--- config.mk ---
export PLATFORM = sky130hd
export DESIGN_NAME = ladner_fischer_pipe_adder
export DESIGN_NICKNAME = d
export VERILOG_FILES = /design/src/rtl/ladner_fischer_pipe_adder.sv
export SDC_FILE = /design/constraint.sdc
export NUM_CORES = 1
export LEC_CHECK = 0
export ABC_AREA = 1
export BUFFER_PORTS_ARGS = -buffer_cell sky130_fd_sc_hd__buf_2
export CORE_AREA = 2 2 131 133
export DETAILED_ROUTE_END_ITERATION = 8
export DIE_AREA = 0 0 133 135
export PLACE_DENSITY_LB_ADDON = 0.05
export SLEW_MARGIN = 20
export SYNTH_ARGS = -nofsm -noshare
export SYNTH_HDL_FRONTEND = slang
export SYNTH_SLANG_ARGS = --single-unit
--- constraint.sdc ---
create_clock -name clk -period 10.29 [get_ports clk]
set_input_delay 1.029 -clock clk [delete_from_list [all_inputs] [get_ports clk]]
set_output_delay 1.029 -clock clk [all_outputs]
set_load 0.02 [all_outputs]
--- src/rtl/ladner_fischer_pipe_adder.sv ---
// ============================================================================
//  Module   : ladner_fischer_pipe_adder
//  Purpose  : Pipelined Ladner-Fischer prefix adder/subtractor, valid/ready.
//  Revision : 1.0  initial release
// ============================================================================
`default_nettype none

module ladner_fischer_pipe_adder #(
  parameter int WIDTH     = 16,
  parameter int REG_EVERY = 1
) (
  input  logic             clk,
  input  logic             rst,
  input  logic             in_valid,
  output logic             in_ready,
  input  logic [WIDTH-1:0] a,
  input  logic [WIDTH-1:0] b,
  input  logic             cin,
  input  logic             sub,
  output logic             out_valid,
  input  logic             out_ready,
  output logic [WIDTH-1:0] sum,
  output logic             cout,
  output logic             ovf
);

  localparam int LOG2W = $clog2(WIDTH);

  // A stalled output freezes the whole pipe; bubbles are carried, not collapsed.
  logic w_en;
  assign w_en     = ~(out_valid & ~out_ready);
  assign in_ready = w_en;

  logic [WIDTH-1:0] w_bb;
  logic             w_c0;
  assign w_bb = sub ? ~b : b;
  assign w_c0 = sub | cin;

  logic [WIDTH-1:0] r_g0, r_p0;
  logic             r_c0, r_v0;

  always_ff @(posedge clk or posedge rst) begin
    if (rst) begin
      r_v0 <= 1'b0;
      r_g0 <= '0;
      r_p0 <= '0;
      r_c0 <= 1'b0;
    end else if (w_en) begin
      r_v0 <= in_valid;
      r_g0 <= a & w_bb;
      r_p0 <= a ^ w_bb;
      r_c0 <= w_c0;
    end
  end

  // Per-level group generate/propagate, the per-bit propagate kept for the sum, c0 and valid.
  logic [WIDTH-1:0] w_lvl_g  [LOG2W+1];
  logic [WIDTH-1:0] w_lvl_p  [LOG2W+1];
  logic [WIDTH-1:0] w_lvl_pb [LOG2W+1];
  logic [LOG2W:0]   w_lvl_c0;
  logic [LOG2W:0]   w_lvl_v;

  assign w_lvl_g[0]  = r_g0;
  assign w_lvl_p[0]  = r_p0;
  assign w_lvl_pb[0] = r_p0;
  assign w_lvl_c0[0] = r_c0;
  assign w_lvl_v[0]  = r_v0;

  for (genvar k = 1; k <= LOG2W; k++) begin : g_lvl
    logic [WIDTH-1:0] w_g, w_p;

    for (genvar i = 0; i < WIDTH; i++) begin : g_bit
      if (((i >> (k - 1)) % 2) == 1) begin : g_op
        // Combine with the top bit of the adjacent lower 2^(k-1) block.
        localparam int J = ((i >> (k - 1)) << (k - 1)) - 1;
        assign w_g[i] = w_lvl_g[k-1][i] | (w_lvl_p[k-1][i] & w_lvl_g[k-1][J]);
        assign w_p[i] = w_lvl_p[k-1][i] & w_lvl_p[k-1][J];
      end else begin : g_pass
        assign w_g[i] = w_lvl_g[k-1][i];
        assign w_p[i] = w_lvl_p[k-1][i];
      end
    end

    if ((k % REG_EVERY == 0) || (k == LOG2W)) begin : g_reg
      logic [WIDTH-1:0] r_g, r_p, r_pb;
      logic             r_c0, r_v;

      always_ff @(posedge clk or posedge rst) begin
        if (rst) begin
          r_v  <= 1'b0;
          r_g  <= '0;
          r_p  <= '0;
          r_pb <= '0;
          r_c0 <= 1'b0;
        end else if (w_en) begin
          r_v  <= w_lvl_v[k-1];
          r_g  <= w_g;
          r_p  <= w_p;
          r_pb <= w_lvl_pb[k-1];
          r_c0 <= w_lvl_c0[k-1];
        end
      end

      assign w_lvl_g[k]  = r_g;
      assign w_lvl_p[k]  = r_p;
      assign w_lvl_pb[k] = r_pb;
      assign w_lvl_c0[k] = r_c0;
      assign w_lvl_v[k]  = r_v;
    end else begin : g_comb
      assign w_lvl_g[k]  = w_g;
      assign w_lvl_p[k]  = w_p;
      assign w_lvl_pb[k] = w_lvl_pb[k-1];
      assign w_lvl_c0[k] = w_lvl_c0[k-1];
      assign w_lvl_v[k]  = w_lvl_v[k-1];
    end
  end

  // Carry into bit i+1 is the full prefix G[i:0] plus the incoming carry through P[i:0].
  logic [WIDTH:0] w_c;
  assign w_c = {w_lvl_g[LOG2W] | (w_lvl_p[LOG2W] & {WIDTH{w_lvl_c0[LOG2W]}}), w_lvl_c0[LOG2W]};

  always_ff @(posedge clk or posedge rst) begin
    if (rst) begin
      out_valid <= 1'b0;
      sum       <= '0;
      cout      <= 1'b0;
      ovf       <= 1'b0;
    end else if (w_en) begin
      out_valid <= w_lvl_v[LOG2W];
      sum       <= w_lvl_pb[LOG2W] ^ w_c[WIDTH-1:0];
      cout      <= w_c[WIDTH];
      ovf       <= w_c[WIDTH] ^ w_c[WIDTH-1];
    end
  end

endmodule

`default_nettype wire
* After elaboration in Yosys (flattened, before gate mapping) *
Cells that the tools add are included.

operators by class
  bitwise operators = 107
  muxes and demuxes = 1

operators by type and width
  operator            number
  1-bit bitwise AND   65
  1-bit OR            33
  16-bit bitwise AND  2
  16-bit bitwise XOR  2
  16-bit two-way mux  1
  16-bit inverter     1
  16-bit OR           1
  1-bit inverter      2
  1-bit bitwise XOR   1

word-level totals
  output and inout bits = 20
  input bits = 38
  flip-flop bits (word level) = 253
  word-level logic and storage cells = 136

* Logic depth before layout (Yosys ltp) *
  word-level depth = 3
  mapped depth = 7
  gate-level depth less buffers = 6

* Worst setup path before layout *
No wires, ideal clock.

  path kind = input port to output port
  from = input out_ready
  to = output in_ready
  path slack = 7795 ps
  stages on the path = 4
  arrival = 1466 ps
  data required time = 9261 ps
  path buffers = 2
  cell sequence = inv_2 -> nand2_4 -> buf_6 -> buf_2

between the ends
  cells in the longest elaborated chain, start to end = 3

ends and longest elaborated chain
  item               RTL line  RTL
  from (decl)        21        input logic out_ready,
  1-bit inverter     31        assign w_en = ~(out_valid & ~out_ready);
  1-bit bitwise AND  31
  1-bit inverter     31
  to (decl)          15        output logic in_ready,

No other way between the ends.

* Worst setup path after layout *
  from = input out_ready
  to = register g_lvl[2].g_reg.r_g[10]

between the ends
  cells in the longest elaborated chain, start to end = 2

ends and longest elaborated chain
  item                  RTL line  RTL
  1-bit inverter        31
  1-bit bitwise AND     31
  to (signal assigned)  97        r_g <= w_g;
  to (decl)             85        logic [WIDTH-1:0] r_g, r_p, r_pb;

No other way between the ends.
A chain may end at the register's enable or synchronous reset.

==> run_results.csv <==
group,metric,value,unit
timing,layout_min_cycle_time,2830,ps
pwr,p_int,0.00209,W
outcome,status,"finished clean",
finish,regArea,0.00596,mm2
floorplanning,core_area,0.0164,mm2
pwr,p_sw,0.00107,W
finish,nNetsFinal,1129,
pwr,powerDensity,293,mW/mm2
pwr,clkPwrFrac,27.8,%
timing,slew_headroom,34.8,%
clock_tree,cts_tree,"done",
floorplanning,die_y,135,um
timing,hold_violations,0,
drt,ant_nets,0,
finish,fillerInstances,1342,
clock_tree,hold_buffers,0,
drt,drt_wl_total,17.0,mm
critical_path,r2r_cells,5,
pwr,power_frac_seq,47.6,%
clock_tree,cts-htree-levels,1,
critical_path,regToRegStartpoint,"out_valid",
min_path,min_from,"g_lvl[4].g_reg.r_v",
synthesis,syn_area_per_cell,9.35,um2
timing,grt_setup_unrepaired,"no",
critical_path,timing.rr.end,"g_lvl[3].g_reg.r_p[6]",
synthesis,synth_cells,1038,
min_path,min_to,"out_valid",
drt,dr_wl_met3,559,um
placed_design,port_buffers,57,
critical_path,worst_ep_required_time,10640,ps
pwr,ir_drop,0.000165,V
timing,fin_worst_skew,6.24,ps
timing,timing.final.crit_share,27.5,%
drt,route.met2.wl,7.01,mm
clock_tree,clk_pin_slew_worst_paths,60,ps
floorplanning,fp.dieW,133,um
drt,dr.pass1.iters,6,
clock_tree,postCtsSetupBuffers,0,
drt,drc,0,
finish,drive_gt1_share,9.98,%
timing,setup_viol,0,
global_route,grt_antenna_before_repair,0,
global_route,grt_pass1_vias,6272,
critical_path,worstSetupEndpointType,"register",
synthesis,yosysWarnings,0,
finish,multi_input_area,0.00299,mm2
job,max_cap_viol_count,0,
synthesis,synth_area,0.00970,mm2
finish,antennaDiodeCount,0,
global_route,grt_pass1_wl,30.0,mm
pwr,swShare,33.9,%
critical_path,crit_chain,"buf_2 -> inv_2 -> nand2_8 -> inv_6 -> buf_4 -> o21ai_0",
min_path,hold_path.class,"register to register",
min_path,worstHoldPathCells,2,
critical_path,worstPathMaxFanout,155,
critical_path,critPathMaxStageDelay,790,ps
synthesis,synth.ff_latch_count,238,
critical_path,critPathLaunchType,"input port",
clock_tree,clock_path_buffers,3,
global_route,grt_overflow_total,0,
placed_design,place.gp.congestion,0.753,
critical_path,path_buf_inv,4,
global_route,grt_usage,20.0,%
drt,via_per_inst,4.94,
drt,wire_per_inst,13.0,um
synthesis,synth.distinct_cells,21,
critical_path,crit_type,"input port to register",
timing,drv_slew,0,
critical_path,critPathSlowestCell,"inv_6",
global_route,grt_max_degree,156,
critical_path,critPathTopFamily,"buffers and inverters",
pwr,leakage,5.40,nW
floorplanning,io_pins,58,
synthesis,synth_nets,1093,
clock_tree,cts.sinks,238,
clock_tree,cts_root_buf,"clkbuf_16",
floorplanning,initial_core_util,59.1,%
clock_tree,insertion_delay,510,ps
critical_path,cp_data_arrival_time,3180,ps
finish,area.growth.synth_to_final,11.0,%
timing,fin_tns_setup,0,ps
clock_tree,cts_made_buffers,25,
timing,worstMarginPinSlew,978,ps
drt,wirelength_met1,9.16,mm
finish,finalCoreUtilization,65.6,%
timing,fmax,353,MHz
synthesis,ys_seq_area_share,61.4,%
drt,vias,6481,
pwr,p_comb_share,24.6,%
placed_design,hpwl,10.4,mm
critical_path,reg2reg_setup_slack,7660,ps
drt,dr.max_layer_used,"met4",
clock_tree,cts.repair.resized,0,
floorplanning,die_area,0.0180,mm2
drt,drtIter0Drc,474,
floorplanning,fp-row-count,47,
-- cell usage in the layout, fill, tap and decap left out, types with 2 or more instances in the layout --
cell	n
o22ai_1	22
nand2_1	368
o21ai_0	146
inv_1	100
ha_1	17
buf_4	5
clkbuf_16	25
dfrtp_1	238
xor2_1	16
inv_6	2
nand3_1	30
buf_2	57
a21oi_1	33
clkinv_2	7
o21ai_1	10
clkbuf_1	2
clkbuf_8	8
-- synthesized netlist by cell type --
cell type | instances | area, um2
a21oi_1 | 33 | 165
buf_1 | 1 | 3.75
buf_2 | 15 | 75.1
buf_4 | 11 | 82.6
buf_6 | 13 | 146
buf_8 | 1 | 15.0
clkbuf_1 | 6 | 22.5
clkbuf_2 | 6 | 30.0
dfrtp_1 | 238 | 5960
ha_1 | 17 | 213
inv_1 | 101 | 379
inv_2 | 1 | 3.75
inv_4 | 1 | 6.26
nand2_1 | 368 | 1380
nand2_4 | 1 | 11.3
nand3_1 | 30 | 150
nor2_1 | 1 | 3.75
o21ai_0 | 146 | 731
o21ai_1 | 10 | 50.1
o22ai_1 | 22 | 138
xor2_1 | 16 | 140
-- registers in the layout, summed over array words and instances, names as in the netlist --
name / count
cout: 1
g_lvl.g_reg.r_c0: 4
g_lvl.g_reg.r_g: 64
g_lvl.g_reg.r_p: 64
g_lvl.g_reg.r_pb: 49
g_lvl.g_reg.r_v: 4
out_valid: 1
ovf: 1
r_c0: 1
r_g0: 16
r_p0: 16
r_v0: 1
sum: 16
-- tightest hold or removal path, stage by stage, from the launching register on --
cell,delay (ps)
dfrtp_1,320
inv_1,40
nand2_1,50
-- cell families (layout without fill, tap and decap cells) --
logic type                 after synthesis  in the layout  synth area share (%)
AOI/OAI and AO/OA                      211            211                  11.2
buffers and inverters                  156            210                  7.88
xor gates and xnor gates                16             16                  1.44
adders and majority gates               17             17                  2.19
and+or+nand+nor                        400            400                  15.9
DFF                                    238            238                  61.4
-- cell type report --
| type | instances | share of cell area, % |
|---|---|---|
| clock inverters | 10 | 0.755 |
| clock buffers | 35 | 6.90 |
| inverters | 103 | 3.71 |
| well taps | 220 | 2.56 |
| flip-flops and latches | 238 | 55.3 |
| repair buffers | 62 | 3.00 |
| multi-input cells | 644 | 27.8 |
-- worst max-delay path by stage --
| stage | from | end | slack (ps) | cells after the start |
|---|---|---|---|---|
| 2_1_floorplan | rst | cout | 2730 | 1 |
| 3_3_place_gp | out_ready | g_lvl[4].g_reg.r_g[8] | 7000 | 6 |
| 3_5_place_dp | out_ready | g_lvl[2].g_reg.r_g[10] | 6930 | 6 |
| 4_1_cts | out_ready | g_lvl[3].g_reg.r_pb[9] | 7450 | 7 |
| 5_1_grt | out_ready | g_lvl[2].g_reg.r_g[10] | 7220 | 6 |
| 6_report | out_ready | g_lvl[2].g_reg.r_g[10] | 7460 | 6 |
-- per-layer routing --
layer	track usage, %	vias up
met2	30.1	103
met5	0	-
met4	4.24	0
met1	31.2	2975
li1	-	3380
met3	3.12	23
-- power by group through the flow --
stage | clock (W) | sequential (W) | combinational, W
floorplan | 0 | 0.00150 | 0.000612
global placement | 0 | 0.00151 | 0.000758
detailed placement | 0 | 0.00151 | 0.000782
finish | 0.000877 | 0.00150 | 0.000777
global route | 0.000936 | 0.00155 | 0.000911
CTS | 0.000900 | 0.00150 | 0.000789
-- per-stage QoR --
step / instances / worst slack [ps] / hold slack (ps) / power, W / area (um2)
detailed placement: 1267 / 6930 / 435 / 0.00230 / 9940
CTS: 1312 / 7450 / 450 / 0.00319 / 10800
global route: 1312 / 7220 / 475 / 0.00339 / 10800
floorplan: 1038 / 2730 / 420 / 0.00211 / 9700
finish: 1312 / 7460 / 448 / 0.00315 / 10800
global placement: 1267 / 7000 / 431 / 0.00227 / 9940
(Power assumes the default switching activity.)
